<file path="src/rtl/axil_write_guard.sv">
// AXI-Lite write firewall: writes into [PROT_LO, PROT_HI] get SLVERR, all others pass to the master side.
// Latency: both slave handshakes in cycle N -> decision in N+1 -> master valids (or SLVERR) in N+2.
// Backpressure: one write in flight; slave readies stay low until the write response has been accepted.

module axil_write_guard #(
   parameter logic [31:0] PROT_LO = 32'h4000_0000,
   parameter logic [31:0] PROT_HI = 32'h4000_FFFF,
   parameter int          CNT_W   = 16
) (
   input  logic             clk,
   input  logic             rst,
   // slave write address
   input  logic             s_awvalid,
   output logic             s_awready,
   input  logic [31:0]      s_awaddr,
   // slave write data
   input  logic             s_wvalid,
   output logic             s_wready,
   input  logic [31:0]      s_wdata,
   input  logic [3:0]       s_wstrb,
   // slave write response
   output logic             s_bvalid,
   input  logic             s_bready,
   output logic [1:0]       s_bresp,
   // master write address
   output logic             m_awvalid,
   input  logic             m_awready,
   output logic [31:0]      m_awaddr,
   // master write data
   output logic             m_wvalid,
   input  logic             m_wready,
   output logic [31:0]      m_wdata,
   output logic [3:0]       m_wstrb,
   // master write response
   input  logic             m_bvalid,
   output logic             m_bready,
   input  logic [1:0]       m_bresp,
   // status
   output logic             violation_pulse,
   output logic [CNT_W-1:0] viol_count,
   output logic [31:0]      viol_addr
);

   typedef enum logic [2:0] {
      IDLE  = 3'd0,
      CHECK = 3'd1,
      FWD   = 3'd2,
      BWAIT = 3'd3,
      ERR   = 3'd4
   } state_t;

   localparam logic [1:0] RESP_SLVERR = 2'b10;

   state_t      state;
   logic        aw_held;
   logic        w_held;
   logic        aw_sent;
   logic        w_sent;
   logic [31:0] aw_addr_q;
   logic [31:0] w_data_q;
   logic [3:0]  w_strb_q;

   logic        aw_fire;
   logic        w_fire;
   logic        maw_fire;
   logic        mw_fire;
   logic        blocked;

   // Handshake outputs decode from state; everything is forced low while rst is high.
   assign s_awready = !rst && (state == IDLE) && !aw_held;
   assign s_wready  = !rst && (state == IDLE) && !w_held;
   assign m_awvalid = !rst && (state == FWD) && !aw_sent;
   assign m_wvalid  = !rst && (state == FWD) && !w_sent;
   assign m_bready  = !rst && (state == BWAIT) && s_bready;
   assign s_bvalid  = !rst && (((state == BWAIT) && m_bvalid) || (state == ERR));
   assign s_bresp   = rst            ? 2'b00       :
                      (state == BWAIT) ? m_bresp     :
                      (state == ERR)   ? RESP_SLVERR : 2'b00;

   assign m_awaddr  = aw_addr_q;
   assign m_wdata   = w_data_q;
   assign m_wstrb   = w_strb_q;

   assign aw_fire   = s_awvalid && s_awready;
   assign w_fire    = s_wvalid && s_wready;
   assign maw_fire  = m_awvalid && m_awready;
   assign mw_fire   = m_wvalid && m_wready;
   assign blocked   = (aw_addr_q >= PROT_LO) && (aw_addr_q <= PROT_HI);

   // Transaction FSM: capture both channels, classify the address, forward or reject, return the response.
   always_ff @(posedge clk) begin
      if (rst) begin
         state           <= IDLE;
         aw_held         <= 1'b0;
         w_held          <= 1'b0;
         aw_sent         <= 1'b0;
         w_sent          <= 1'b0;
         aw_addr_q       <= '0;
         w_data_q        <= '0;
         w_strb_q        <= '0;
         viol_addr       <= '0;
         viol_count      <= '0;
         violation_pulse <= 1'b0;
      end else begin
         violation_pulse <= 1'b0;
         case (state)
            IDLE: begin
               if (aw_fire) begin
                  aw_addr_q <= s_awaddr;
                  aw_held   <= 1'b1;
               end
               if (w_fire) begin
                  w_data_q <= s_wdata;
                  w_strb_q <= s_wstrb;
                  w_held   <= 1'b1;
               end
               if ((aw_held || aw_fire) && (w_held || w_fire)) begin
                  state <= CHECK;
               end
            end
            CHECK: begin
               if (blocked) begin
                  state           <= ERR;
                  violation_pulse <= 1'b1;
                  viol_addr       <= aw_addr_q;
                  if (viol_count != '1) begin
                     viol_count <= viol_count + CNT_W'(1);
                  end
               end else begin
                  state <= FWD;
               end
            end
            FWD: begin
               if (maw_fire) begin
                  aw_sent <= 1'b1;
               end
               if (mw_fire) begin
                  w_sent <= 1'b1;
               end
               if ((aw_sent || maw_fire) && (w_sent || mw_fire)) begin
                  state <= BWAIT;
               end
            end
            BWAIT: begin
               if (m_bvalid && s_bready) begin
                  state   <= IDLE;
                  aw_held <= 1'b0;
                  w_held  <= 1'b0;
                  aw_sent <= 1'b0;
                  w_sent  <= 1'b0;
               end
            end
            ERR: begin
               if (s_bready) begin
                  state   <= IDLE;
                  aw_held <= 1'b0;
                  w_held  <= 1'b0;
                  aw_sent <= 1'b0;
                  w_sent  <= 1'b0;
               end
            end
            default: begin
               state <= IDLE;
            end
         endcase
      end
   end

endmodule

</file>
<file path="config.mk">
export PLATFORM = sky130hd
export DESIGN_NAME = axil_write_guard
export DESIGN_NICKNAME = d
export VERILOG_FILES = /design/src/rtl/axil_write_guard.sv
export SDC_FILE = /design/constraint.sdc
export NUM_CORES = 1
export LEC_CHECK = 0
export BUFFER_PORTS_ARGS = -buffer_cell sky130_fd_sc_hd__buf_4
export CORE_UTILIZATION = 48
export CTS_BUF_LIST = sky130_fd_sc_hd__clkbuf_8 sky130_fd_sc_hd__clkbuf_16
export DETAILED_ROUTE_END_ITERATION = 10
export PLACE_DENSITY = 0.85
export SLEW_MARGIN = 20
export SYNTH_ARGS = -nofsm -noshare
export SYNTH_HDL_FRONTEND = slang
export SYNTH_SLANG_ARGS = --single-unit
</file>
<file path="constraint.sdc">
create_clock -name clk -period 5.6 [get_ports clk]
set_input_delay 0.56 -clock clk [delete_from_list [all_inputs] [get_ports clk]]
set_output_delay 0.56 -clock clk [all_outputs]
set_load 0.02 [all_outputs]
</file>
# Yosys cells after proc, flatten, opt, wreduce, memory -nomap -nowiden
# Index checks and enable logic that the tools add are counted.
# Widths: inputs -> output; s select.
# classes
mux,20
n_lt_le_gt_ge,2
n_bitwise,1
eq_ne,13
reduce_logical,41
addsub,1
# op_table
operator,n
$ge 32x31->1 const B,1
$le 32x31->1 const B,1
$reduce_and 4->1,5
$logic_and 1x1->1,18
$add 16x1->16 const B,1
$ne 16x16->1 const B,1
$mux 3,5
$pmux 3 s5,1
$pmux 1 s3,4
$ne 2x2->1 const B,5
$mux 1,7
$eq 3x2->1 const B,2
$mux 2,3
$ne 2x1->1 const B,3
$reduce_and 2->1,3
$reduce_bool 3->1,2
$logic_not 1->1,5
$logic_or 1x1->1,5
$eq 3x1->1 const B,1
$eq 3x3->1 const B,1
$logic_not 3->1,1
$reduce_and 3->1,1
$reduce_or 2->1,1
$not 1->1,1
# totals
in_bits,78
reg_bits,124

# Depth between registers and ports, before layout
# Gate-level depths: netlist of run 1.
# logic_depth
ltp_word,8
depth_mapped,9
depth_no_buf,6

# Least setup slack after synthesis of run 1
# No wires, ideal clock.
# synth_path
path_type,input -> register
startpoint,input port rst
endpoint,register w_data_q[10] (netlist: m_wdata[10])
path_slack_ns,3.507
arrival_time_ns,1.961
stages,6
cell_sequence,or4_1 nor2_1 nand2_1 clkbuf_1 nand2_1 a21oi_1
# synth_between
elab_chain_cells,5
# synth_lines
element,line,source
start: declaration,11,"input logic rst,"
$logic_not 1->1,71,assign s_wready = !rst && (state == IDLE) && !w_held;
$logic_and 1x1->1 (2 in a row),71,
net s_wready,18,"output logic s_wready,"
$logic_and 1x1->1,85,assign w_fire = s_wvalid && s_wready;
$reduce_and 2->1 (no line),n/a,
end signal: assignment,113,w_data_q <= s_wdata;
end: declaration,60,logic [31:0] w_data_q;
# The timed path passes the listed nets, and every way through them passes these cells.
# A chain may end at the register's enable or synchronous reset.

# Worst setup path in the final report of run 1
# layout_path
startpoint,register aw_addr_q[17] (netlist: m_awaddr[17])
endpoint,register viol_count[14]
# layout_between
elab_chain_cells,3
word_cells_on_any_way,4
cone_classes,order compare: 2; reduce/logical: 2
# layout_lines
element,line,source
start: declaration,59,logic [31:0] aw_addr_q;
start signal: assignment,109,aw_addr_q <= s_awaddr;
$ge 32x31->1 / $le 32x31->1 (equally long branches),88,assign blocked = (aw_addr_q >= PROT_LO) && (aw_addr_q <= PROT_HI);
$logic_and 1x1->1 (*),88,
$reduce_and 3->1 (no line) (*),n/a,
end signal: assignment,127,viol_count <= viol_count + CNT_W'(1);
end: declaration,40,"output logic [CNT_W-1:0] viol_count,"
# Mark *: on every way between the ends. The rest lies on a longest branch, timed or not.

==> results of run 1 <==
-- report_power, final --
group | switching [W] | internal (W) | total, W
combinational | 0.000150 | 0.000110 | 0.000260
clock | 0.000401 | 0.000705 | 0.00111
sequential | 0.0000278 | 0.000919 | 0.000946
-- worst max-delay path, stage by stage (launching register included) --
cell     delay [ns]
dfxtp_1        0.33
nor4_1         0.49
and4_1         0.41
nand2_1        0.65
o41ai_1        0.55
a21oi_1        0.10
-- flip-flops by register name, indices dropped and copies added, names as in the netlist --
name	count
aw_held	1
aw_sent	1
m_awaddr	32
m_wdata	32
m_wstrb	4
state	3
viol_addr	32
viol_count	16
violation_pulse	1
w_held	1
w_sent	1
-- synth_stat cells, types with 3 or more instances --
| library cell | count |
|---|---|
| or4_1 | 3 |
| o31ai_1 | 3 |
| a31o_2 | 3 |
| buf_4 | 7 |
| and3_1 | 16 |
| nor4_1 | 4 |
| or3_1 | 8 |
| nor2_1 | 18 |
| nor3_1 | 3 |
| dfxtp_1 | 124 |
| a21oi_1 | 105 |
| inv_1 | 3 |
| o21ai_0 | 5 |
| o21ai_1 | 4 |
| nand2_1 | 185 |
| and2_1 | 5 |
| or2_2 | 3 |
| clkbuf_1 | 26 |
| buf_6 | 3 |
| nand4_1 | 7 |
| buf_2 | 3 |
| nor3b_1 | 3 |
-- routing by layer --
layer,track usage [%],share of wire [%]
met3,8.95,8.0
met2,45.5,51
met5,0,0
met1,29.4,39
met4,9.81,1.8
-- stage by stage --
step | setup slack [ns] | cell area (um^2)
after floorplan | 3.51 | 4680
after global placement | 2.90 | 6170
after detailed placement | 2.81 | 6170
after CTS | 2.96 | 6780
after global routing | 2.75 | 6780
final | 2.94 | 6780
-- worst max path at each step --
stage | end | slack, ns
2_1_floorplan | m_wdata[10] | 3.51
3_3_place_gp | m_awaddr[15] | 2.90
3_5_place_dp | m_awaddr[19] | 2.81
4_1_cts | viol_count[14] | 2.96
5_1_grt | viol_count[14] | 2.75
6_report | viol_count[14] | 2.94
-- cells by family after synthesis --
family / Yosys count / share of synthesized area [%]
flip-flops: 124 / 53.0
XOR/XNOR: 2 / 0.374
multiplexers: 1 / 0.214
buffers and inverters: 42 / 4.49
adder cells (fa/ha/maj): 1 / 0.267
AO/OA/AOI/OAI: 130 / 15.1
AND/OR/NAND/NOR: 273 / 26.5
-- final cells by class --
class,instances,area share (%)
sequential,124,36.6
multi-input combinational,407,29.4
timing repair buffer,203,22.5
clock buffer,19,6.51
clock inverter,13,2.45
tap,129,2.38
inverter,3,0.166
==> summary.md, run 1 <==
| Metric | Value |
|---|---|
| Status | `finished clean` |
| R2R cell count | `5` |
| Vias in the first global route | `4565` |
| Most frequent cells in the layout | `buf_4 (203), nand2_1 (183), dfxtp_1 (124)` |
| Hold path start | `s_wdata[1]` |
| Global-route wire length before repair | `between 20000 and 25000 um` |
| Most common cell after layout, fill and taps aside | `buf_4` |
| Peak Freq | `approximately 380 MHz` |
| Syn Inst Count | `573` |
| Critical Path RT | `5.97 ns` |
| Max Cap Viol | `0` |
| DRT iter0 DRCs | `148` |
| Hold Crit Depth | `3` |
| Ys async rst share | `0%` |
| GRT Total Usage | `26.1%` |
| Startpoint Class | `flop` |
| DR WL/cell | `14.8 um` |
| Setup tns final | `0 ns` |
| Core Region | `9330 um^2` |
| RSZ-0062 raised after global routing | `no` |
| Number of diodes | `0` |
| R2r endpoint | `viol_count[14]` |
| Sequential area share after synthesis | `53.0%` |
| Clk root buf | `clkbuf_8` |
| Tightest Pin Transition | `1.04 ns` |
| Fill cells | `slightly below 700` |
| Multi-input gate area | `roughly 2000 um^2` |
| Vias per inst | `around 5.2` |
| CP Launch Point | `m_awaddr[17]` |
| Clk_lat worst skew | `0.50 ns` |
| Routed WL | `around 13000 um` |
| Setup repair bufs after CTS | `0` |
| Max VDD drop | `0.000238 V` |
| CTS sink cnt | `around 120` |
| CP Max Fanout | `33` |
| Synth area leader | `dfxtp_1` |
| Worst Hold Class | `in2reg` |
| Antenna-violating nets left | `0` |
| Final Slew Violations | `0` |
| Tmin final | `2.66 ns` |
| CTS Hold Buffers Added | `0` |
| Post-synthesis average cell area | `about 8.2 um^2` |
| Synth Flop Type | `dfxtp_1` |
| CTS tree | `yes` |
| Die Wd | `101 um` |
| TritonCTS buffer count | `17` |
| Cell leakage power | `2.94 nW` |
| Largest net degree at the start of global routing | `85` |
| Gp weighted congestion | `0.856` |
| Hold endpoint | `m_wdata[1]` |
| Worst Clk Skew | `just over 0.01 ns` |
| Flop2flop setup slack | `2.94 ns` |
| Worst hold slack | `0.300 ns` |
| Synth top area share | `53.0%` |
| #FFs+latches synth | `124` |
| Die height | `101 um` |
| Hold Vio Cnt, Final | `0` |
| CTS max path bufs | `2` |
| Synth unique cells | `46` |
| Area Overhead vs Synth | `45.0%` |
| Worst r2r src | `m_awaddr[17]` |
| Pwr/cell area | `341 nW/um^2` |
| FF+latch area | `about 2500 um^2` |
| Final core utilization | `~73%` |
| # IOs | `203` |
| Largest cells by area after synthesis | `dfxtp_1 (53%), nand2_1 (15%), a21oi_1 (11%), and3_1 (2.1%), clkbuf_1 (2.1%)` |
| Period Utilization, post-route | `a little under half` |
| # nets final | `835` |
| Slew HR | `30.7%` |
| Global route overflow | `0` |
| Post-placement cell count | `866` |
| Synth Warn # | `0` |
| Via Count | `4704` |
| Initial core utilization | `between 50% and 60%` |
| Syn Nets | `between 600 and 700` |
| Post-synth EDFFs | `0` |
| Antenna violations before repair | `0` |
| Post-CTS Resized | `0` |
| Pwr Total | `around 0.0023 W` |
| Post-Layout Cell Count | `898` |
| Layout cell share with drive strength beyond 1 | `between 30% and 40%` |
| Synth Cell Area | `about 4700 um^2` |
| Setup CP Type | `reg2reg` |
| Core Rows | `35` |
| Critical path data arrival time | `3.03 ns` |
| Port buffer count | `between 200 and 250` |
| DIE AREA | `10100 um^2` |
| CP endpoint kind | `flop` |
| Drt drc | `0` |
| Post-DP HPWL | `9160 um` |
| Depth of the CTS H-tree | `4` |
| Register clock-pin slew on the reported worst setup and hold paths | `around 0.06 ns` |
| TritonRoute pass-1 iters | `5` |
| Setup Viol. Count Final | `0` |
(Power assumes the default switching activity.)
==> run 2: changes to the inputs <==
--- a/config.mk
+++ b/config.mk
@@ -6,10 +6,10 @@
 export NUM_CORES = 1
 export LEC_CHECK = 0
 export BUFFER_PORTS_ARGS = -buffer_cell sky130_fd_sc_hd__buf_4
-export CORE_UTILIZATION = 48
+export CORE_UTILIZATION = 43
 export CTS_BUF_LIST = sky130_fd_sc_hd__clkbuf_8 sky130_fd_sc_hd__clkbuf_16
 export DETAILED_ROUTE_END_ITERATION = 10
-export PLACE_DENSITY = 0.85
+export PLACE_DENSITY = 0.8
 export SLEW_MARGIN = 20
 export SYNTH_ARGS = -nofsm -noshare
 export SYNTH_HDL_FRONTEND = slang
==> constraint.sdc (replaced) <==
create_clock -name clk -period 2.38 [get_ports clk]
set_input_delay 0.238 -clock clk [delete_from_list [all_inputs] [get_ports clk]]
set_output_delay 0.238 -clock clk [all_outputs]
set_load 0.02 [all_outputs]
==> summary.md, run 2 (synthesis gave the netlist of run 1 again) <==
| Metric | Value |
|---|---|
| FF+latch area | `approximately 2500 um^2` |
| Clock power share | `44.4%` |
| Register clock-pin slew on the reported worst setup and hold paths | `0.06 ns` |
| CTS tree | `yes` |
| Critical path data arrival time | `2.57 ns` |
| Tightest Pin Transition | `~0.73 ns` |
| Hold Vio Cnt, Final | `0` |
| Period Utilization, post-route | `90.4%` |
| Critical Path RT | `roughly 2.8 ns` |
| Worst Clk Skew | `0.0183 ns` |
| CP endpoint kind | `flop` |
| Setup repair bufs after CTS | `0` |
| Gp weighted congestion | `0.827` |
| Largest net degree at the start of global routing | `74` |
| DIE AREA | `11300 um^2` |
| Post-DP HPWL | `about 9500 um` |
| Depth of the CTS H-tree | `4` |
| DRT iter0 DRCs | `292` |
| Antenna-violating nets left | `0` |
| CTS max path bufs | `2` |
| Global-route wire length before repair | `23400 um` |
| Power Internal | `~0.0040 W` |
| # IOs | `203` |
| Sequential share of power | `41.8%` |
| Psw | `approximately 0.0013 W` |
| GRT Total Usage | `26.2%` |
| R2R cell count | `6` |
| RSZ-0062 raised after global routing | `no` |
| Most frequent cells in the layout | `buf_4 (214), nand2_1 (185), dfxtp_1 (124)` |
| Antenna violations before repair | `0` |
| Port buffer count | `202` |
| Die Wd | `106 um` |
| Worst Hold Class | `in2reg` |
| Pwr/cell area | `712 nW/um^2` |
| Hold Crit Depth | `3` |
| Worst hold slack | `around 0.023 ns` |
| Via Count | `between 5k and 6k` |
| Global route overflow | `0` |
| Routed WL | `14900 um` |
| CTS Hold Buffers Added | `66` |
| Most common cell after layout, fill and taps aside | `buf_4` |
| Clk_lat worst skew | `0.50 ns` |
| Startpoint Class | `flop` |
| Vias per inst | `5.19` |
| Setup tns final | `0 ns` |
| Max VDD drop | `roughly 0.00054 V` |
| Die height | `106 um` |
| Max Cap Viol | `0` |
| Switching share of power | `24.7%` |
| Multi-input gate area | `1990 um^2` |
| TritonCTS buffer count | `17` |
| Slew HR | `51.2%` |
| Initial core utilization | `44.9%` |
| CP Max Fanout | `15` |
| Tmin final | `between 2 and 2.5 ns` |
| Drt drc | `0` |
| CP max-delay cell | `nor4_1` |
| Area Overhead vs Synth | `59.5%` |
| Core Region | `10400 um^2` |
| Cell leakage power | `3.24 nW` |
| Vias in the first global route | `5008` |
| DR WL/cell | `15.2 um` |
| Cell Chain, Critical Path | `nor4_1 -> and4_1 -> o211ai_2 -> buf_4 -> or3_2 -> a21oi_1` |
| TritonRoute pass-1 iters | `6` |
| Logic pwr share | `13.8%` |
| CTS sink cnt | `124` |
| Layout cell share with drive strength beyond 1 | `between 30% and 40%` |
| Post-CTS Resized | `0` |
| # nets final | `912` |
| CP max stage delay | `0.47 ns` |
| Setup Viol. Count Final | `0` |
| Number of diodes | `0` |
| Final Slew Violations | `0` |
| Peak Freq | `465 MHz` |
| Setup CP Type | `reg2reg` |
| Status | `finished clean` |
| Flop2flop setup slack | `0.23 ns` |
| Clk root buf | `clkbuf_8` |
| Core Rows | `37` |
| Fill cells | `776` |
==> run 2: cell count changes in the layout (fill, tap and decap cells not counted), sizes merged <==
cell / change
dlygate4sd3: +66
buf: +11
clkbuf: +3
inv: -3
bufinv: -2
clkinv: -1
==> run 2: per-layer routing <==
metal  global-route usage (%)  part of all wire, %
met5                        0                    0
met4                     15.3                  4.6
met1                     27.9                   39
met2                     45.3                   50
met3                     8.52                  6.6
==> run 2: area by class of cell <==
| class | instances | area share, % |
|---|---|---|
| Timing Repair Buffer | 280 | 30.4 |
| Tap cell | 136 | 2.28 |
| Multi-Input combinational cell | 407 | 26.6 |
| Clock inverter | 7 | 0.871 |
| Sequential cell | 124 | 33.2 |
| Clock buffer | 22 | 6.47 |
| Inverter | 3 | 0.151 |
==> run 2: power by group through the flow <==
stage / Combinational [W] / Clock [W] / Sequential, W
global route: 0.000784 / 0.00251 / 0.00223
global placement: 0.000615 / 0 / 0.00226
CTS: 0.000720 / 0.00240 / 0.00222
detailed placement: 0.000632 / 0 / 0.00226
floorplan: 0.000261 / 0 / 0.00234
finish: 0.000732 / 0.00236 / 0.00222
==> run 2: worst max-delay path: cells and delay by family, from the launching register on <==
kind                   cells  cell delay (ns)
buffers and inverters      1             0.20
and+or+nand+nor            3             1.27
AOI/OAI and AO/OA          2             0.29
DFF                        1             0.32
==> run 2: metrics by stage <==
step / total power, W / util, % / cell area (um^2) / setup slack [ns] / instances
detailed placement: 0.00290 / 60.1 / 6260 / 0.272 / 884
floorplan: 0.00260 / - / 4680 / 0.297 / 573
finish: 0.00531 / 71.7 / 7470 / 0.230 / 979
global route: 0.00552 / 71.7 / 7470 / 0.0878 / 979
CTS: 0.00534 / 71.7 / 7470 / 0.259 / 979
global placement: 0.00287 / 60.1 / 6260 / 0.344 / 884
==> run 2: path summary, 6_finish.rpt <==
kind | startpoint | endpoint
worst max-delay path | m_awaddr[19] | viol_count[2]
worst min-delay path | s_awaddr[14] | m_awaddr[14]
worst max register to register | m_awaddr[19] | viol_count[2]
worst min register to register | m_wdata[7] | m_wdata[7]
==> run 3: changes to the inputs <==
--- a/config.mk
+++ b/config.mk
@@ -9,6 +9,7 @@
 export CORE_UTILIZATION = 43
 export CTS_BUF_LIST = sky130_fd_sc_hd__clkbuf_8 sky130_fd_sc_hd__clkbuf_16
 export DETAILED_ROUTE_END_ITERATION = 10
+export HOLD_SLACK_MARGIN = 0.08
 export PLACE_DENSITY = 0.8
 export SLEW_MARGIN = 20
 export SYNTH_ARGS = -nofsm -noshare
==> summary.md, run 3 (synthesis gave the netlist of run 1 again) <==
| Metric | Value |
|---|---|
| Gp weighted congestion | `0.827` |
| R2R cell count | `6` |
| Fill cells | `770` |
| Pre-CTS setup slack | `0.272 ns` |
| Initial core utilization | `44.9%` |
| Peak Freq | `465 MHz` |
| Buf+Inv Stages, Crit Path | `1` |
| GRT Total Usage | `26.3%` |
| CTS tree | `yes` |
| Tmin final | `2.15 ns` |
| CP max stage delay | `0.47 ns` |
| Vias per inst | `5.19` |
| Layout cell share with drive strength beyond 1 | `between 30 and 40%` |
| Clock power share | `44.3%` |
| Antenna-violating nets left | `0` |
| Most common cell after layout, fill and taps aside | `buf_4` |
| Setup CP Type | `reg2reg` |
| Startpoint Class | `flop` |
| DR WL/cell | `15.2 um` |
| CP endpoint kind | `flop` |
| Post-DP HPWL | `9490 um` |
| Period Utilization, post-route | `90.3%` |
| Switching share of power | `24.7%` |
| Hold Vio Cnt, Final | `0` |
| RSZ-0062 raised after global routing | `no` |
| Global route overflow | `0` |
| CTS max path bufs | `2` |
| Drt drc | `0` |
| Cell leakage power | `3.25 nW` |
| R2r endpoint | `viol_count[2]` |
| Critical path data arrival time | `2.56 ns` |
| Max VDD drop | `0.000534 V` |
| Worst Hold Class | `in2reg` |
| Global-route wire length before repair | `23500 um` |
| Pwr Total | `approximately 0.0053 W` |
| CTS Hold Buffers Added | `slightly below 70` |
| Vias in the first global route | `5041` |
| CP top delay family | `simple AND/OR/NAND/NOR gates` |
| Final Slew Violations | `0` |
| Number of diodes | `0` |
| # nets final | `between 900 and 1k` |
| Port buffer count | `~200` |
| Register clock-pin slew on the reported worst setup and hold paths | `0.06 ns` |
| CP max-delay cell | `nor4_1` |
| Die height | `approximately 110 um` |
| Worst Clk Skew | `between 0.015 and 0.02 ns` |
| Via Count | `5098` |
| Flop2flop setup slack | `between 0.2 and 0.25 ns` |
| Tightest Pin Transition | `about 0.73 ns` |
| Logic pwr share | `between 10% and 20%` |
| Sequential share of power | `41.8%` |
| Pwr/cell area | `709 nW/um^2` |
| CTS sink cnt | `124` |
| Die Wd | `106 um` |
| Core Rows | `37` |
| Antenna violations before repair | `0` |
| Slew HR | `between 50 and 60%` |
| Setup tns final | `0 ns` |
| TritonCTS buffer count | `17` |
| Area Overhead vs Synth | `60.2%` |
| Hold path start | `s_wvalid` |
| Depth of the CTS H-tree | `4` |
| Post-CTS Resized | `0` |
| Core Region | `10400 um^2` |
| DIE AREA | `approximately 11000 um^2` |
| DRT iter0 DRCs | `between 300 and 400` |
| # IOs | `~200` |
| Max Cap Viol | `0` |
| Hold endpoint | `w_held` |
| Status | `finished clean` |
| Final worst slack | `0.231 ns` |
| Routed WL | `14900 um` |
| Clk_lat worst skew | `approximately 0.5 ns` |
| Hold Crit Depth | `4` |
| Worst r2r src | `m_awaddr[19]` |
| Setup repair bufs after CTS | `0` |
| Clk root buf | `clkbuf_8` |
| Critical Path RT | `around 2.8 ns` |
| Psw | `0.00131 W` |
| CP Max Fanout | `15` |
| Power Internal | `0.00401 W` |
| TritonRoute pass-1 iters | `5` |
| Most frequent cells in the layout | `buf_4 (214), nand2_1 (185), dfxtp_1 (124)` |
| Largest net degree at the start of global routing | `74` |
| Setup Viol. Count Final | `0` |
| Cell Chain, Critical Path | `nor4_1 -> and4_1 -> o211ai_2 -> buf_4 -> or3_2 -> a21oi_1` |
[run 3: cell count changes in the layout (fill, tap and decap cells not counted), sizes merged]
cell and delta:
dlygate4sd3 +3
[run 3: worst register-to-register path: stages, from the launching register on]
cell and delay, ns:
dfxtp_1 0.32, nor4_1 0.47, and4_1 0.39, o211ai_2 0.15, buf_4 0.20, or3_2 0.41, a21oi_1 0.14
[run 3: cell type report]
type                            instances  area [um^2]  share of cell area, %
Clock inverter                          7         65.1                  0.868
Multi-Input combinational cell        407         1990                   26.5
Clock buffer                           22          483                   6.44
Timing Repair Buffer                  283         2300                   30.6
Tap cell                              136          170                   2.27
Sequential cell                       124         2480                   33.1
Inverter                                3         11.3                  0.150
[run 3: worst max path at each step]
stage            startpoint       endpoint  slack [ns]  depth (start not counted)
2_1_floorplan      state[2]    m_wdata[10]        0.30                          7
4_1_cts            state[2]      s_awready        0.26                          3
3_5_place_dp   m_awaddr[19]  viol_count[2]        0.27                          6
3_3_place_gp   m_awaddr[19]  viol_count[2]        0.34                          6
5_1_grt            state[0]       m_bready        0.09                          4
6_report       m_awaddr[19]  viol_count[2]        0.23                          6
[run 3: routing by layer]
layer  global-route usage (%)  wire [um]  up-vias
met5                        0          0        -
met4                     15.2        682        0
met3                     8.65        946       62
met2                     45.6       7490      210
met1                     27.9       5770     2371
li1                         -          -     2455
[run 3: per-stage QoR]
step / cells / instance area, um^2 / hold WS (ns) / utilization (%)
finish: 982 / 7500 / 0.175 / 72.0
global route: 982 / 7500 / 0.190 / 72.0
CTS: 982 / 7500 / 0.151 / 72.0
detailed placement: 884 / 6260 / 0.447 / 60.1
global placement: 884 / 6260 / 0.443 / 60.1
floorplan: 573 / 4680 / 0.374 / -
[run 3: power by group through the flow]
| stage | Sequential (W) | Combinational [W] | Clock (W) |
|---|---|---|---|
| 5_1_grt | 0.00223 | 0.000789 | 0.00251 |
| 4_1_cts | 0.00222 | 0.000724 | 0.00240 |
| 3_5_place_dp | 0.00226 | 0.000632 | 0 |
| 2_1_floorplan | 0.00234 | 0.000261 | 0 |
| 3_3_place_gp | 0.00226 | 0.000615 | 0 |
| 6_report | 0.00222 | 0.000736 | 0.00236 |
